==> config.mk <==
export PLATFORM = sky130hd
export DESIGN_NAME = hamming_word_decoder
export DESIGN_NICKNAME = d
export VERILOG_FILES = /design/src/rtl/hamming_pkg.sv /design/src/rtl/hamming74_nibble_dec.sv /design/src/rtl/hamming_word_decoder.sv
export SDC_FILE = /design/constraint.sdc
export NUM_CORES = 1
export LEC_CHECK = 0
export CAP_MARGIN = 20
export CORE_ASPECT_RATIO = 0.5
export CORE_MARGIN = 2
export CORE_UTILIZATION = 53
export CTS_BUF_LIST = sky130_fd_sc_hd__clkbuf_16
export CTS_CLUSTER_DIAMETER = 100
export DETAILED_ROUTE_END_ITERATION = 16
export PLACE_DENSITY_LB_ADDON = 0.08
export SYNTH_ARGS = -nofsm -noshare
export SYNTH_HDL_FRONTEND = slang
export SYNTH_SLANG_ARGS = --single-unit
==> constraint.sdc <==
create_clock -name clk -period 2.9 [get_ports clk]
set_clock_uncertainty 0.15 [all_clocks]
set_input_delay 0.435 -clock clk [delete_from_list [all_inputs] [get_ports clk]]
set_output_delay 0.435 -clock clk [all_outputs]
set_load 0.01 [all_outputs]
==> src/rtl/hamming_pkg.sv <==
// Shared Hamming(7,4) definitions for the nibble link: codeword type, syndrome
// constants and the reference parity/encode functions.
package hamming_pkg;

  localparam int CW_W = 7;

  typedef logic [CW_W-1:0] ham74_cw_t;

  localparam logic [2:0] SYN_OK = 3'b000;
  localparam logic [2:0] SYN_D0 = 3'b111;
  localparam logic [2:0] SYN_D1 = 3'b011;
  localparam logic [2:0] SYN_D2 = 3'b101;
  localparam logic [2:0] SYN_D3 = 3'b110;
  localparam logic [2:0] SYN_P0 = 3'b001;
  localparam logic [2:0] SYN_P1 = 3'b010;
  localparam logic [2:0] SYN_P2 = 3'b100;

  function automatic logic [2:0] ham74_parity(input logic [3:0] d);
    ham74_parity = {d[0] ^ d[2] ^ d[3], d[0] ^ d[1] ^ d[3], d[0] ^ d[1] ^ d[2]};
  endfunction

  function automatic ham74_cw_t ham74_encode(input logic [3:0] d);
    ham74_encode = {ham74_parity(d), d};
  endfunction

endpackage

==> src/rtl/hamming74_nibble_dec.sv <==
// Combinational single-error corrector for one Hamming(7,4) codeword.
// Reports whether a data bit or only a parity bit was repaired.
module hamming74_nibble_dec
  import hamming_pkg::*;
(
  input  ham74_cw_t  cw,
  output logic [3:0] data,
  output logic       dfix,
  output logic       pfix
);

  logic [2:0] syn;

  // Syndrome lookup: flip the indicated data bit, or flag a parity-only hit
  always_comb begin
    syn  = cw[6:4] ^ ham74_parity(cw[3:0]);
    data = cw[3:0];
    dfix = 1'b0;
    pfix = 1'b0;
    case (syn)
      SYN_OK: begin
        data = cw[3:0];
      end
      SYN_D0: begin
        data[0] = ~cw[0];
        dfix    = 1'b1;
      end
      SYN_D1: begin
        data[1] = ~cw[1];
        dfix    = 1'b1;
      end
      SYN_D2: begin
        data[2] = ~cw[2];
        dfix    = 1'b1;
      end
      SYN_D3: begin
        data[3] = ~cw[3];
        dfix    = 1'b1;
      end
      SYN_P0, SYN_P1, SYN_P2: begin
        pfix = 1'b1;
      end
      default: begin
        data = cw[3:0];
      end
    endcase
  end

endmodule

==> src/rtl/hamming_word_decoder.sv <==
// Receive side of the nibble-Hamming link: corrects each codeword, reassembles
// WIDTH-bit words behind a registered valid/ready output and keeps statistics.
module hamming_word_decoder
  import hamming_pkg::*;
#(
  parameter int WIDTH  = 16,
  parameter int BLOCKS = WIDTH / 4,
  parameter int CNT_W  = 16
) (
  input  logic              clk,
  input  logic              reset,
  input  logic              in_valid,
  output logic              in_ready,
  input  ham74_cw_t         in_cw,
  input  logic              in_sof,
  output logic              out_valid,
  input  logic              out_ready,
  output logic [WIDTH-1:0]  out_data,
  output logic [BLOCKS-1:0] out_dmask,
  output logic [BLOCKS-1:0] out_pmask,
  output logic              sync_err,
  input  logic              cnt_clr,
  output logic [CNT_W-1:0]  data_corr_cnt,
  output logic [CNT_W-1:0]  par_corr_cnt
);

  localparam int IDX_W = (BLOCKS > 1) ? $clog2(BLOCKS) : 1;
  localparam logic [IDX_W-1:0] LAST_IDX = IDX_W'(BLOCKS - 1);

  logic [IDX_W-1:0]  idx;
  logic [WIDTH-1:0]  asm_data;
  logic [BLOCKS-1:0] asm_dmask;
  logic [BLOCKS-1:0] asm_pmask;

  logic [3:0]        nib_data;
  logic              nib_dfix;
  logic              nib_pfix;

  logic              accept;
  logic              resync;
  logic              last;
  logic [IDX_W-1:0]  eff_idx;
  logic [IDX_W-1:0]  nxt_idx;
  logic [WIDTH-1:0]  nxt_data;
  logic [BLOCKS-1:0] nxt_dmask;
  logic [BLOCKS-1:0] nxt_pmask;

  hamming74_nibble_dec u_nib_dec (
    .cw   (in_cw),
    .data (nib_data),
    .dfix (nib_dfix),
    .pfix (nib_pfix)
  );

  // The only stall source is a finished word the consumer has not taken yet
  assign in_ready = !out_valid || out_ready;
  assign accept   = in_valid && in_ready;

  // Merge the corrected nibble into the assembly image; an early sof restarts the word
  always_comb begin
    resync    = accept && in_sof && (idx != '0);
    eff_idx   = resync ? '0 : idx;
    last      = (eff_idx == LAST_IDX);
    nxt_idx   = last ? '0 : (eff_idx + IDX_W'(1));
    nxt_data  = resync ? '0 : asm_data;
    nxt_dmask = resync ? '0 : asm_dmask;
    nxt_pmask = resync ? '0 : asm_pmask;
    for (int b = 0; b < BLOCKS; b++) begin
      nxt_data[b*4 +: 4] = (eff_idx == IDX_W'(b)) ? nib_data : nxt_data[b*4 +: 4];
      nxt_dmask[b]       = (eff_idx == IDX_W'(b)) ? nib_dfix : nxt_dmask[b];
      nxt_pmask[b]       = (eff_idx == IDX_W'(b)) ? nib_pfix : nxt_pmask[b];
    end
  end

  // Assembly state and nibble index
  always_ff @(posedge clk or posedge reset) begin
    if (reset) begin
      idx       <= '0;
      asm_data  <= '0;
      asm_dmask <= '0;
      asm_pmask <= '0;
    end else if (accept) begin
      idx       <= nxt_idx;
      asm_data  <= nxt_data;
      asm_dmask <= nxt_dmask;
      asm_pmask <= nxt_pmask;
    end else begin
      idx       <= idx;
      asm_data  <= asm_data;
      asm_dmask <= asm_dmask;
      asm_pmask <= asm_pmask;
    end
  end

  // Output word register: loads on the last nibble, may reload while being consumed
  always_ff @(posedge clk or posedge reset) begin
    if (reset) begin
      out_valid <= 1'b0;
      out_data  <= '0;
      out_dmask <= '0;
      out_pmask <= '0;
    end else if (accept && last) begin
      out_valid <= 1'b1;
      out_data  <= nxt_data;
      out_dmask <= nxt_dmask;
      out_pmask <= nxt_pmask;
    end else if (out_ready) begin
      out_valid <= 1'b0;
    end else begin
      out_valid <= out_valid;
    end
  end

  // Resync pulse and saturating correction statistics (clear has priority)
  always_ff @(posedge clk or posedge reset) begin
    if (reset) begin
      sync_err      <= 1'b0;
      data_corr_cnt <= '0;
      par_corr_cnt  <= '0;
    end else begin
      sync_err <= resync;
      if (cnt_clr) begin
        data_corr_cnt <= '0;
        par_corr_cnt  <= '0;
      end else begin
        if (accept && nib_dfix && !(&data_corr_cnt)) begin
          data_corr_cnt <= data_corr_cnt + CNT_W'(1);
        end else begin
          data_corr_cnt <= data_corr_cnt;
        end
        if (accept && nib_pfix && !(&par_corr_cnt)) begin
          par_corr_cnt <= par_corr_cnt + CNT_W'(1);
        end else begin
          par_corr_cnt <= par_corr_cnt;
        end
      end
    end
  end

endmodule

## After elaboration in Yosys (flattened, before gate mapping)

Cells that the tools add are included.

- Add/sub/neg operators: 3
- Eq/ne operators: 10
- Multiplexer cells: 29
- Bitwise operators: 10
- Reductions and logical operators: 21

Operators by type and width:

| operator | count |
|---|---|
| $mux W16 | 5 |
| $add A16 B1 Y16 const B | 2 |
| $reduce_and A16 Y1 | 2 |
| $mux W4 | 6 |
| $mux W1 | 16 |
| $eq A3 B3 Y1 const B | 4 |
| $logic_and A1 B1 Y1 | 8 |
| $reduce_bool A2 Y1 | 4 |
| $eq A3 B2 Y1 const B | 2 |
| $xor A1 B1 Y1 | 5 |
| $eq A2 B2 Y1 const B | 2 |
| $mux W2 | 2 |
| $not A1 Y1 | 4 |
| $reduce_or A4 Y1 | 1 |
| $eq A3 B1 Y1 const B | 1 |
| $logic_not A1 Y1 | 3 |
| $reduce_or A3 Y1 | 1 |
| $xor A3 B3 Y3 | 1 |
| $add A2 B1 Y2 const B | 1 |
| $eq A2 B1 Y1 const B | 1 |
| $logic_not A2 Y1 | 1 |
| $logic_or A1 B1 Y1 | 1 |

- Register bits: 84
- Input port bits: 13
- Output and inout port bits: 59
- Logic and storage cells: 84

## Depth between registers and ports, before layout

Gate-level depths: netlist of run 1.

- Word-level depth: 10
- Gate-level depth with buffers: 11
- Depth with buffers taken out: 10

## Hierarchy

From an unflattened synthesis of run 1, not the netlist that was laid out.

- Cell total of the unflattened synthesis: 431
- Area, all modules: 4,082.7 um2

By module, submodules not included:

| module | instances | cells an instance | area each (um2) | seq. area each (um2) |
|---|---|---|---|---|
| hamming_word_decoder | 1 | 381 | 3,717.3 | 1,951.9 |
| hamming74_nibble_dec | 1 | 50 | 365.4 | 0.0 |

## Worst setup path after synthesis of run 1

No wires, ideal clock.

- Kind: input port to flip-flop
- Start: input port out_ready
- End: register out_data[12]
- Setup time: 135 ps
- Arrival time: 2,111 ps
- Data required time: 2,615 ps
- Slack: 504 ps
- Cell stages on the path: 10
- Path buffers: 2
- Cells stage by stage: and2b_2 > inv_1 > nand3_1 > nand2_1 > inv_1 > ha_1 > nand2_1 > clkbuf_1 > clkbuf_1 > o21ai_0

- Word-level cells in the longest chain between the ends: 7
- Elaborated cells on any way between the ends: 9
- Classes of those cells: 1 x eq/ne; 3 x mux; 5 x reduce/logical

RTL lines:

| what | RTL line | text |
|---|---|---|
| start: declaration | hamming_word_decoder.sv:17 | `input logic out_ready,` |
| $logic_or A1 B1 Y1 * | hamming_word_decoder.sv:56 | `assign in_ready = !out_valid \|\| out_ready;` |
| via in_ready | hamming_word_decoder.sv:13 | `output logic in_ready,` |
| $logic_and A1 B1 Y1 * | hamming_word_decoder.sv:57 | `assign accept = in_valid && in_ready;` |
| $logic_and A1 B1 Y1 (2 in a row) | hamming_word_decoder.sv:61 | `resync = accept && in_sof && (idx != '0);` |
| $mux W2 | hamming_word_decoder.sv:62 | `eff_idx = resync ? '0 : idx;` |
| $eq A2 B2 Y1 | hamming_word_decoder.sv:63, hamming_word_decoder.sv:69 |  |
| $mux W4 / $logic_and A1 B1 Y1 (equally long branches) | hamming_word_decoder.sv:69, hamming_word_decoder.sv:102 |  |
| end signal: assignment | hamming_word_decoder.sv:104 | `out_data <= nxt_data;` |
| end: declaration | hamming_word_decoder.sv:18 | `output logic [WIDTH-1:0] out_data,` |

Mark *: on every way through the listed nets, which the timed path passes. The rest lies on a longest branch.
A chain may end at the register's enable or synchronous reset.

## Worst setup path in the final report of run 1

- Start: input port in_cw[1]
- End: register data_corr_cnt[8]

- Word-level cells in the longest chain between the ends: 9
- Elaborated cells on any way between the ends: 13
- Classes of those cells: 4 x eq/ne; 1 x mux; 4 x bitwise; 4 x reduce/logical

RTL lines:

| what | RTL line | text |
|---|---|---|
| start: declaration | hamming_word_decoder.sv:14 | `input ham74_cw_t in_cw,` |
| $xor A1 B1 Y1 * | hamming_pkg.sv:19 | `ham74_parity = {d[0] ^ d[2] ^ d[3], d[0] ^ d[1] ^ d[3], d[0] ^ d[1] ^ d[2]};` |
| $xor A1 B1 Y1 | hamming_pkg.sv:19 |  |
| $xor A3 B3 Y3 * | hamming74_nibble_dec.sv:16 | `syn = cw[6:4] ^ ham74_parity(cw[3:0]);` |
| $eq A3 B3 Y1 / $eq A3 B2 Y1 (equally long branches) | hamming74_nibble_dec.sv:20 | `case (syn)` |
| $reduce_or A4 Y1 (no source line) * | -- |  |
| $mux W1 * | hamming74_nibble_dec.sv:20 |  |
| $logic_and A1 B1 Y1 * (2 in a row) | hamming_word_decoder.sv:126 | `if (accept && nib_dfix && !(&data_corr_cnt)) begin` |
| $reduce_bool A2 Y1 (no source line) * | -- |  |
| end signal: assignment | hamming_word_decoder.sv:127 | `data_corr_cnt <= data_corr_cnt + CNT_W'(1);` |
| end signal: assignment | hamming_word_decoder.sv:129 | `data_corr_cnt <= data_corr_cnt;` |
| end: declaration | hamming_word_decoder.sv:23 | `output logic [CNT_W-1:0] data_corr_cnt,` |

Mark *: on every way between the ends. The rest lies on a longest branch, timed or not.

==> results of run 1 <==
-- flip-flops by register name, indices dropped and copies added, names as in the netlist --
signal	cells
asm_dmask	3
asm_pmask	3
par_corr_cnt	16
sync_err	1
out_data	16
data_corr_cnt	16
asm_data	12
out_pmask	4
out_dmask	4
out_valid	1
idx	2
-- cell usage after synthesis (all sizes together), types with 2 or more instances --
library cell / count
nor2b: 2
xor2: 12
or3: 2
dfrtp: 78
nor4: 9
inv: 5
ha: 6
buf: 6
and2: 2
nand3b: 2
nand4: 11
o21ai: 30
nor3: 7
and4: 4
a21oi: 23
a22o: 18
nand2: 40
nor2: 41
nor4b: 17
a31oi: 2
nand3: 12
clkbuf: 14
nor3b: 6
and3: 7
xnor2: 25
o221ai: 2
-- per-stage QoR --
step / power, W / std cells / hold WS [ns] / instance area (um^2)
after detailed placement: 0.00292 / 583 / 0.323 / 5060
after floorplan: 0.00227 / 398 / 0.308 / 4030
after global routing: 0.00433 / 599 / 0.354 / 5380
after CTS: 0.00412 / 599 / 0.341 / 5380
final: 0.00410 / 599 / 0.336 / 5380
after global placement: 0.00288 / 583 / 0.319 / 5060
-- routing by layer --
metal / part of all wire [%] / track usage, %
met1: 48 / 35.3
met3: 4.4 / 6.27
met4: 1.0 / 6.73
met2: 47 / 41.2
met5: 0 / 0
-- critical path: stages --
cell	delay, ns
clkdlybuf4s50_1	0.56
xor2_1	0.38
xor2_2	0.19
buf_4	0.18
a2111oi_2	0.40
o221ai_1	0.22
or3_1	0.33
nand2_1	0.07
-- cells by family after synthesis --
kind of cell,count (synthesis),synth area share (%)
simple gates,167,23.8
compound gates,82,13.3
flops,78,48.4
xor+xnor,37,8.60
buf+inv,25,3.17
fa+ha+maj,7,2.20
mux,2,0.528
-- worst paths after layout --
path | start | slack [ns] | endpoint
max | in_cw[1] | 0.25 | data_corr_cnt[8]
min | out_dmask[0] | 0.34 | out_dmask[0]
max reg2reg | data_corr_cnt[0] | 0.47 | data_corr_cnt[8]
min reg2reg | out_dmask[0] | 0.34 | out_dmask[0]
max in group asynchronous | reset | 1.56 | asm_data[4]
min in group asynchronous | reset | 0.39 | data_corr_cnt[14]
-- where the power goes --
part | internal (W) | switching [W] | leakage, nW
clock network | 0.000749 | 0.000441 | 0.155
registers | 0.00138 | 0.000165 | 1.04
logic | 0.000707 | 0.000659 | 1.12
-- layout make-up --
cell class                 count  area share [%]
sequential                    78            36.3
clock buffer                   9            4.19
tap                           96            2.23
clock inverter                 7            1.65
timing repair buffer         109            19.0
inverter                       5           0.349
multi-input combinational    295            36.3
==> results.yml, run 1 <==
status:
  outcome: "complete, no violations"
layout:
  num-fill-cells: 533
  layout.cells.most_common: "dfrtp_1"
  mostFrequentLayoutCells: "dfrtp_1 (78), clkdlybuf4s50_1 (71), nor2_1 (40)"
  area_delta_synth_final_pct: 33.4
  fin_util_pct: 73.1
  nNetsFinal: 517
  layout-drive-gt1-share_pct: 14.5
  num_antenna_cells: 0
  ff_latch_area_mm2: 0.00195
  multi_input_area_mm2: 0.00195
cts:
  h-tree-depth: 3
  cts_post_setup_buffers_inserted: 0
  clkTransAtPathRegs_ns: 0.06
  ctsRootBufferMaster: "clkbuf_16"
  cts_tree: "yes"
  cts_hold_buf: 0
  clock_latency_ns: 0.34
  cts_resized: 0
  cts_sinks: 78
  cts_buffers: 9
  clk_path_buf_depth: 2
global_routing:
  grt_pass1_vias: 3416
  grt_max_degree: 43
  grt.total_usage_pct: 25.7
  grt_antenna_before_repair: 0
  grt_overflow: 0
  grt_pass1_wl_mm: 16.9
sta:
  max-slew-margin-rel_pct: 44.6
  rsz0062_at_grt: "no"
  setup_viol: 0
  max_clock_freq_mhz: 377
  finalCriticalPeriod_ns: 2.65
  period_share_pct: 91.5
  report.final.hold_viol_count: 0
  finalSetupTns_ns: 0
  fin_ws_ns: 0.247
  worst_pin_slew_ns: 0.828
  slew_violations: 0
floorplan:
  start_util_pct: 54.8
  die-width_um: 127
  coreArea_mm2: 0.00735
  rows: 22
  pin_count: 72
  die_h_um: 65.7
  die_area_mm2: 0.00836
place:
  port_buffers: 71
  place_ws_ns: -0.0650
  place.gp.congestion: 0.827
  hpwl_mm: 6.87
detailed_routing:
  vias: 3441
  drt.antenna.violating_nets: 0
  viasPerCell: 5.74
  drt_pass1_iterations: 4
  avgRoutedWirePerCell_um: 16.5
  totalWireLength_mm: 9.86
  route.detailed.drc: 0
  drtIter0Drc: 162
yosys:
  synth_top_area_share_pct: 48.4
  syn_inst: 398
  synthTopCellsByArea: "dfrtp_1 (48%), xnor2_1 (5.0%), a22o_1 (3.9%), nor2_1 (3.7%), nand2_1 (3.6%)"
  ys_ff_latch: 78
  synth_edf_count: 0
  synth_area_mm2: 0.00403
  synth_fp_nets: 417
  synth_ff_type: "dfrtp_1"
  synthArstFlopShare_pct: 100
  yosysWarningCount: 0
  syn_avg_cell_area_um2: 10.1
  yosysSeqAreaShare_pct: 48.4
  synth_area_leader_cell: "dfrtp_1"
  synth_cell_types: 53
run:
  max_cap_viol_count: 0
setup_path:
  worstPathMaxFanout: 4
  worst_ep_required_time_ns: 3.03
  arrival_ns: 2.78
  worstSetupEndpointType: "flip-flop"
  reg2reg_depth: 8
  start_kind: "primary input"
  worstSetupPathType: "in -> reg"
worst_hold_path:
  holdCritPathClass: "reg -> reg"
  holdPathStages: 2
power:
  power_density_mw_per_mm2: 763
  leakagePower_nw: 2.31
  ir_drop_v: 0.000366
Note: power is estimated with default switching activity, not from simulation.
==> run 2: changes to the inputs <==
HOLD_SLACK_MARGIN = 0.03   (was not set)
RECOVER_POWER = 50   (was not set)
==> results.yml, run 2 (synthesis gave the netlist of run 1 again) <==
detailed_routing:
  viasPerCell: 5.75
  vias: 3443
  drtIter0Drc: 182
  avgRoutedWirePerCell_um: 16.5
  totalWireLength_mm: 9.87
  drt.antenna.violating_nets: 0
  drt_pass1_iterations: 4
  route.detailed.drc: 0
place:
  place.gp.congestion: 0.827
  hpwl_mm: 6.87
  place_area_mm2: 0.00506
  port_buffers: 71
floorplan:
  die_h_um: 65.7
  die_area_mm2: 0.00836
  start_util_pct: 54.8
  die-width_um: 127
  rows: 22
  pin_count: 72
  coreArea_mm2: 0.00735
cts:
  cts_resized: 0
  cts_sinks: 78
  clk_path_buf_depth: 2
  cts_buffers: 9
  ctsRootBufferMaster: "clkbuf_16"
  cts_post_setup_buffers_inserted: 0
  clock_latency_ns: 0.34
  cts_hold_buf: 0
  h-tree-depth: 3
  clkTransAtPathRegs_ns: 0.06
  cts_tree: "yes"
setup_path:
  max_stage_delay_ns: 0.57
  worstSetupPathType: "in -> reg"
  start_kind: "primary input"
  cpMaxStageDelayCell: "clkdlybuf4s50_1"
  cpLargestDelayFamily: "buffers and inverters"
  worstPathMaxFanout: 4
  worstSetupEndpointType: "flip-flop"
  crit_chain: "clkdlybuf4s50_1 > xor2_1 > xor2_2 > buf_4 > a2111oi_2 > o221ai_1 > or3_1 > nand2_1"
  arrival_ns: 2.78
  cp.buffers_inverters: 2
  worst_ep_required_time_ns: 3.03
global_routing:
  grt.total_usage_pct: 25.7
  grt_antenna_before_repair: 0
  grt_max_degree: 43
  grt_overflow: 0
  grt_pass1_wl_mm: 16.9
  grt_pass1_vias: 3416
sta:
  report.final.hold_viol_count: 0
  rsz0062_at_grt: "no"
  worst_pin_slew_ns: 1.22
  setup_viol: 0
  slew_violations: 0
  max_clock_freq_mhz: 377
  finalCriticalPeriod_ns: 2.65
  period_share_pct: 91.5
  max-slew-margin-rel_pct: 18.8
power:
  totalPowerFinal_w: 0.00403
  ir_drop_v: 0.000369
  leakagePower_nw: 2.36
  power_density_mw_per_mm2: 753
run:
  max_cap_viol_count: 0
layout:
  num-fill-cells: 539
  area_delta_synth_final_pct: 32.9
  layout-drive-gt1-share_pct: 13.9
  reg_top3: "data_corr_cnt: 16 flops, out_data: 16 flops, par_corr_cnt: 16 flops"
  ff_latch_area_mm2: 0.00195
  layout.cells.most_common: "dfrtp_1"
  final_cell_area_mm2: 0.00536
  multi_input_area_mm2: 0.00195
  nNetsFinal: 517
  mostFrequentLayoutCells: "dfrtp_1 (78), clkdlybuf4s50_1 (42), nor2_1 (40)"
  num_antenna_cells: 0
status:
  outcome: "complete, no violations"
worst_hold_path:
  holdCritPathClass: "reg -> reg"
-- run 2: cell types whose count changed in the layout (fill, tap and decap cells not counted), sizes merged --
cell	previous run	this run
dlygate4sd3	0	29
buf	38	35
clkbuf	9	12
clkdlybuf4s50	71	42
-- run 2: cell type report --
| type | count | area share (%) |
|---|---|---|
| Multi-Input combinational cell | 295 | 36.4 |
| Inverter | 5 | 0.350 |
| Clock buffer | 9 | 4.21 |
| Clock inverter | 7 | 1.66 |
| Sequential cell | 78 | 36.4 |
| Timing Repair Buffer | 109 | 18.7 |
| Tap cell | 96 | 2.24 |
-- run 2: metrics by stage --
stage | hold slack [ns] | utilization [%] | cells | setup TNS (ns) | setup WS, ns
after floorplan | 0.308 | - | 398 | 0 | 0.320
after global placement | 0.319 | 68.9 | 583 | 0 | 0.0477
after detailed placement | 0.323 | 68.9 | 583 | -0.119 | -0.0650
after CTS | 0.341 | 73.1 | 599 | 0 | 0.236
after global routing | 0.354 | 72.9 | 599 | 0 | 0.0512
final | 0.331 | 72.9 | 599 | 0 | 0.245
-- run 2: metal layers --
| layer | global-route usage (%) | wire [um] | share of wire, % | up-vias |
|---|---|---|---|---|
| li1 | - | - | - | 1634 |
| met1 | 35.3 | 4720 | 48 | 1700 |
| met2 | 41.2 | 4610 | 47 | 95 |
| met3 | 6.27 | 404 | 4.1 | 14 |
| met4 | 6.73 | 134 | 1.4 | 0 |
| met5 | 0 | 0 | 0 | - |
-- run 2: final timing paths --
path	from	slack, ns	cells after the start	endpoint
worst max register to register	data_corr_cnt[0]	0.44	8	data_corr_cnt[8]
max in group asynchronous	reset	0.58	3	out_pmask[1]
worst min register to register	out_dmask[0]	0.33	2	out_dmask[0]
worst max-delay path	in_cw[1]	0.25	8	data_corr_cnt[8]
worst min-delay path	out_dmask[0]	0.33	2	out_dmask[0]
min in group asynchronous	reset	0.72	2	data_corr_cnt[14]
-- run 2: worst min-delay path, delay by kind of cell, from the launching register on --
kind               cells  cell delay [ns]
AOI/OAI and AO/OA      1             0.06
and+or+nand+nor        1             0.05
DFF                    1             0.33
-- run 2: power breakdown --
group          internal (W)  switching (W)  total [W]
clock              0.000749       0.000444    0.00119
combinational      0.000644       0.000658    0.00130
sequential          0.00138       0.000158    0.00154
